## src/rtl/display_scanner.sv

```systemverilog
// Time-multiplexed scanner for an 8-digit common-anode 7-segment display.
// It snapshots d1..d8 once per frame, blanks the start of each slot, and drives registered active-low outputs.
module display_scanner #(
  parameter int REFRESH_DIV  = 100000,
  parameter int BLANK_CYCLES = 1000
) (
  input  logic       clock,
  input  logic       reset,
  input  logic [5:0] d1,
  input  logic [5:0] d2,
  input  logic [5:0] d3,
  input  logic [5:0] d4,
  input  logic [5:0] d5,
  input  logic [5:0] d6,
  input  logic [5:0] d7,
  input  logic [5:0] d8,
  output logic [7:0] an,
  output logic [7:0] dec_ddp
);

  localparam int CW = (REFRESH_DIV > 2) ? $clog2(REFRESH_DIV) : 1;
  localparam logic [CW-1:0] CntLast  = CW'(REFRESH_DIV - 1);
  localparam logic [CW-1:0] BlankLim = CW'(BLANK_CYCLES);

  typedef enum logic {BLANK, SHOW} phase_e;

  phase_e      state_q, state_d;
  logic [CW-1:0] cnt_q, cnt_d;
  logic [2:0]  idx_q, idx_d;
  logic [5:0]  frame_q [8];
  logic [5:0]  din     [8];
  logic [5:0]  fsel;
  logic [7:0]  an_q, an_d;
  logic [7:0]  dec_q, dec_d;
  logic        slotEnd, snapshot;

  assign din[0] = d1;
  assign din[1] = d2;
  assign din[2] = d3;
  assign din[3] = d4;
  assign din[4] = d5;
  assign din[5] = d6;
  assign din[6] = d7;
  assign din[7] = d8;

  assign slotEnd  = (cnt_q == CntLast);
  assign snapshot = slotEnd && (idx_q == 3'd7);
  assign cnt_d    = slotEnd ? '0 : cnt_q + 1'b1;
  assign idx_d    = slotEnd ? idx_q + 3'd1 : idx_q;
  assign fsel     = frame_q[idx_q];

  function automatic logic [6:0] seg(input logic [3:0] v);
    case (v)
      4'h0: seg = 7'h01;
      4'h1: seg = 7'h4F;
      4'h2: seg = 7'h12;
      4'h3: seg = 7'h06;
      4'h4: seg = 7'h4C;
      4'h5: seg = 7'h24;
      4'h6: seg = 7'h20;
      4'h7: seg = 7'h0F;
      4'h8: seg = 7'h00;
      4'h9: seg = 7'h04;
      4'hA: seg = 7'h08;
      4'hB: seg = 7'h60;
      4'hC: seg = 7'h31;
      4'hD: seg = 7'h42;
      4'hE: seg = 7'h30;
      default: seg = 7'h38;
    endcase
  endfunction

  // The phase always tracks cnt, so it restarts in BLANK unless blanking is disabled.
  always_ff @(posedge clock or negedge reset) begin
    if (!reset) begin
      state_q <= (BLANK_CYCLES == 0) ? SHOW : BLANK;
      cnt_q   <= '0;
      idx_q   <= '0;
      an_q    <= 8'hFF;
      dec_q   <= 8'hFF;
      for (int i = 0; i < 8; i++) frame_q[i] <= '0;
    end else begin
      state_q <= state_d;
      cnt_q   <= cnt_d;
      idx_q   <= idx_d;
      an_q    <= an_d;
      dec_q   <= dec_d;
      if (snapshot) begin
        for (int i = 0; i < 8; i++) frame_q[i] <= din[i];
      end
    end
  end

  always_comb begin
    state_d = state_q;
    case (state_q)
      BLANK:   if (cnt_d == BlankLim) state_d = SHOW;
      SHOW:    if (slotEnd && (BLANK_CYCLES != 0)) state_d = BLANK;
      default: state_d = BLANK;
    endcase
  end

  always_comb begin
    an_d  = 8'hFF;
    dec_d = 8'hFF;
    if (state_q == SHOW && fsel[5]) begin
      an_d  = ~(8'b1 << idx_q);
      dec_d = {seg(fsel[4:1]), fsel[0]};
    end
  end

  assign an      = an_q;
  assign dec_ddp = dec_q;

endmodule

```

## config.mk

```make
export PLATFORM = sky130hd
export DESIGN_NAME = display_scanner
export DESIGN_NICKNAME = d
export VERILOG_FILES = /design/src/rtl/display_scanner.sv
export SDC_FILE = /design/constraint.sdc
export NUM_CORES = 1
export LEC_CHECK = 0
export BUFFER_PORTS_ARGS = -buffer_cell sky130_fd_sc_hd__buf_2
export CAP_MARGIN = 20
export CORE_MARGIN = 3
export CORE_UTILIZATION = 51
export CTS_CLUSTER_DIAMETER = 80
export CTS_CLUSTER_SIZE = 20
export DETAILED_ROUTE_END_ITERATION = 10
export PLACE_DENSITY = 0.76
export SETUP_SLACK_MARGIN = 0.15
export SYNTH_ARGS = -nofsm -noshare
export SYNTH_HDL_FRONTEND = slang
export SYNTH_SLANG_ARGS = --single-unit
```

## constraint.sdc

```tcl
create_clock -name clock -period 2.45 [get_ports clock]
set_input_delay 0.49 -clock clock [delete_from_list [all_inputs] [get_ports clock]]
set_output_delay 0.49 -clock clock [all_outputs]
set_load 0.05 [all_outputs]
```

Word level (Yosys, flattened, before mapping)
Memories as Yosys holds them, arrays and structs flattened.
Cells that the tools add are included.
W data, S select, Z words.
{"block": "word_totals", "regBits": 85, "latchBits": 0, "ramBits": 0, "rom_bits": 112, "inputBits": 50, "word_cells": 35, "n_memories": 1}
{"block": "classes", "n_addsub": 2, "n_mul": 0, "div_mod_pow": 0, "n_lt_le_gt_ge": 1, "n_eq_ne": 3, "shift": 1, "mux": 9, "bitwise_logic": 3, "reduce_logical": 2}
{"memory": "(name not given)", "depth": 16, "width": 7, "read_ports": 1, "rd_ports_with_merged_regs": 0, "wr": 0, "line": "53", "source": "case (v)"}
{"operator": "$bmux W6 S3", "count": 1}
{"operator": "$add A17 B1 Y17 const B", "count": 1}
{"operator": "$eq A17 B10 Y1 const B", "count": 1}
{"operator": "$eq A17 B17 Y1 const B", "count": 1}
{"operator": "$mux W17", "count": 1}
{"operator": "$mux W8", "count": 2}
{"operator": "$mux W6", "count": 2}
{"operator": "$not A8 Y8", "count": 1}
{"operator": "$shl A1 B3 Y8 const A", "count": 1}
{"operator": "$ge A4 B4 Y1 const B", "count": 1}
{"operator": "$not A3 Y4", "count": 1}
{"operator": "$add A3 B1 Y3 const B", "count": 1}
{"operator": "$eq A3 B3 Y1 const B", "count": 1}
{"operator": "$logic_and A1 B1 Y1", "count": 2}
{"operator": "$mux W1", "count": 2}
{"operator": "$pmux W1 S2", "count": 1}
{"operator": "$not A1 Y1", "count": 1}

Logic depth before layout (Yosys ltp)
{"block": "depth", "word_depth": 6, "mapped_depth": 9}

Worst setup path before layout
OpenSTA, ideal clock, no wires.
{"block": "synth_timing", "path_type": "register to register", "start": "register idx_q[0]", "end": "register dec_q[4] (netlist: dec_ddp[4])", "setup_ns": 0.086, "arrival_ns": 2.449, "required_time_ns": 2.364, "path_slack_ns": -0.086, "stages_incl_launch_ff": 8, "period_less_slack_ns": 2.536, "path_cell_list": "dfrtp_1 > buf_6 > mux4_1 > mux2i_1 > inv_1 > ha_1 > mux4_1 > nand2b_1"}
{"block": "synth_between", "elab_chain_cells": 6, "elab_cells_between_ends": 7, "classes_between": "mux: 4; bitwise: 1; reduce/logical: 1; memory: 1"}
{"item": "start, declared", "line": "29", "source": "logic [2:0] idx_q, idx_d;"}
{"item": "start signal, assigned", "line": "85", "source": "idx_q <= idx_d;"}
{"item": "$not A3 Y4 (not written as such) *", "line": "50", "source": "assign fsel = frame_q[idx_q];"}
{"item": "$bmux W6 S3 *", "line": "50"}
{"item": "$mux W6 (not written as such) * (2 in series)", "line": "50"}
{"item": "$mem_v2 Z16 W7 or $logic_and A1 B1 Y1 (tied branches)"}
{"item": "$mux W8 *", "line": "106", "source": "if (state_q == SHOW && fsel[5]) begin"}
{"item": "net dec_d[4]", "line": "34", "source": "logic [7:0] dec_q, dec_d;"}
{"item": "end signal, assigned", "line": "80", "source": "dec_q <= 8'hFF;"}
{"item": "end signal, assigned", "line": "87", "source": "dec_q <= dec_d;"}
{"item": "end, declared", "line": "34"}
Mark *: on every way through the listed nets, which the timed path passes. The rest lies on a longest branch. The select of a mux whose other input is x is not followed.
A chain may end at the register's enable or synchronous reset.

Worst setup path after layout
Ends and elaborated chain as after synthesis.

==> summary.md <==
| Metric | Value |
|---|---|
| GR Util All Layers | `0.1829` |
| Die extent in x | `97.96 um` |
| Largest net degree at the start of global routing | `52` |
| Top post-synthesis cells by area | `dfrtp_1, dfstp_2, mux2_2, mux2_4, mux4_1` |
| MaxCap Viol Count | `0` |
| Worst IR Drop VDD | `0.3326 mV` |
| Quantity of hold-fixing buffers added after cts | `0` |
| Most common cell in the netlist | `dfrtp_1` |
| Actual slew at the worst max-slew pin | `539.2 ps` |
| Type of the worst setup path | `reg2reg` |
| Placed cells | `481` |
| Drt via density | `5.540` |
| Dpl hpwl | `6058 um` |
| GR Overflow Total | `0` |
| Total power | `0.002752 W` |
| Endpoints failing setup | `0` |
| Mapped Cells | `320` |
| LEAKAGE | `2.219 nW` |
| Root Buffer | `clkbuf_8` |
| Area growth from synthesis to layout | `17.52%` |
| Global-route wire length before repair | `14090 um` |
| # diodes | `0` |
| TNS Setup | `0 ps` |
| Cell area after synthesis | `4313 um^2` |
| H-Tree Depth | `3` |
| DP Area | `4758 um^2` |
| CP max FO | `8` |
| Antenna violations before repair | `0` |
| Number of DRC markers in iteration 0 | `184` |
| CTS tree | `done` |
| Total routed wirelength | `8538 um` |
| Post-synth top cells | `dfrtp_1, mux2_2, nand2_1` |
| Insertion delay to the later sink of the worst-skew pair | `340 ps` |
| Pwr Density | `542.9 nW/um^2` |
| CP endpoint kind | `flop` |
| Num ports | `66` |
| # nets final | `459` |
| Vias after detailed routing | `2781` |
| Routability cong. | `0.8516` |
| ANT nets after route | `0` |
| Clock sinks | `85` |
| Max Freq | `444.2 MHz` |
| R2R cell count | `7` |
| Fraction of registers with async set/reset | `1.000` |
| Drt pass-1 iters | `4` |
| Critical path arrival | `2520 ps` |
| Port Buffers | `65` |
| CTS Buf Count | `9` |
| Die ar. | `9596 um^2` |
| Synth cell types | `52` |
| Worst path required time | `2710 ps` |
| Number of synthesized flops with an enable pin | `0` |
| Post-route cell area | `5069 um^2` |
| Startpoint Class | `flop` |
| RSZ-0062 raised after global routing | `yes` |
| Worst Skew | `13.88 ps` |
| Final period utilization | `0.9189` |
| Final core utilization | `0.6361` |
| Rows | `32` |
| Crit path time final | `2251 ps` |
| Yosys top cell area share | `0.4003` |
| Worst-path clk slew | `90 ps` |
| Syn nets | `383` |
| Hold Fails Final Rpt | `0` |
| Share of cells above drive strength 1 | `0.4750` |
| Outcome | `completed` |
| Avg Cell Area, Syn | `13.48 um^2` |
| Syn. warnings | `0` |
| Fin cells | `502` |
| Top FF cell, synth | `dfrtp_1` |
| Top cell type by total area after synthesis | `dfrtp_1` |
| Initial core utilization | `0.5413` |
| Max Slew Vio Count | `0` |
| Vias in the first global route | `2813` |
| Core area | `7968 um^2` |
| Register area share after synthesis | `0.4978` |
| Hold WC Path Type | `in2async` |
| Wire length per cell | `17.01 um` |
| Post-route DRC | `0` |
| #FFs+latches synth | `85` |
| Clock buffer depth | `2` |
| Relative slew slack | `0.6402` |
| Die height | `97.96 um` |
==> registers in the layout (all words and copies together), names as in the netlist <==
| name | flops |
|---|---|
| state_q | 1 |
| dec_ddp | 8 |
| idx_q | 3 |
| cnt_q | 17 |
| frame_q | 48 |
| an | 8 |
==> area by class of cell <==
type	instances	area [um^2]
clock buffers	10	137.6
clock inverters	5	85.08
fillers	602	2899
inverters	9	33.78
multi-input cells	210	2059
flip-flops and latches	85	2148
well taps	102	127.6
repair buffers	81	476.7
==> path summary, 6_finish.rpt <==
kind,start,to,slack (ps)
max in group asynchronous,reset,an[4],1700
worst max-delay path,idx_q[0],dec_ddp[4],200
worst max register to register,idx_q[0],dec_ddp[4],200
min in group clock,d6[3],frame_q[15],370
worst min register to register,frame_q[47],frame_q[47],510
worst min-delay path,reset,frame_q[2],80
==> cell usage in the layout (no fill, tap or decap), types with 4 or more instances in the layout <==
cell type and n:
mux2_4 20, xnor2_1 10, inv_2 4, nor2_1 14
inv_1 5, nor3_1 6, ha_1 10, a21oi_1 4
nand3_1 10, dfrtp_1 68, xor2_1 9, mux4_1 5
buf_2 64, nand2_1 24, buf_4 14, mux4_2 8
nand4_1 4, dfstp_2 16, mux2_2 29, clkbuf_8 10
==> layer usage <==
metal  vias to the layer above  routed length [um]  global-route usage
li1                       1309                   -                   -
met1                      1363                3934              0.2667
met2                        96                4015              0.2796
met3                        13                 497             0.03500
met4                         0                  91             0.05644
met5                         -                   0                   0
==> metrics by stage <==
step	setup slack [ps]	hold slack, ps
floorplan	151.0	194.4
global placement	180.7	466.5
detailed placement	85.43	469.5
CTS	159.9	95.93
global route	91.10	102.7
finish	198.6	84.04
==> critical path: stages, from the launching register on <==
cell and delay (ps):
dfrtp_2 490, mux4_2 560, mux2i_4 200, buf_6 150, ha_4 120, inv_2 30
mux4_2 460, nand2b_4 160
==> report_power, final <==
part	switching [W]	internal, W	leakage, nW
clock network	0.000495	0.000600	0.109
logic	0.0000825	0.000108	1.11
registers	0.0000221	0.00144	1.00
==> cells by family after synthesis <==
| kind of cell | Yosys count | synth area share |
|---|---|---|
| AO/OA/AOI/OAI | 22 | 0.03656 |
| multiplexers | 69 | 0.2434 |
| adder cells (fa/ha/maj) | 13 | 0.03771 |
| flip-flops | 85 | 0.4978 |
| buffers and inverters | 25 | 0.03539 |
| XOR/XNOR | 19 | 0.03858 |
| AND/OR/NAND/NOR | 87 | 0.1105 |
==> repair_timing <==
item,in CTS,in global routing
endpoints found under the hold margin,0,0
setup endpoints to repair,2,52
gates cloned,0,0
resized for setup,1,12
buffers inserted,1,5
Note: power is estimated with default switching activity, not from simulation.
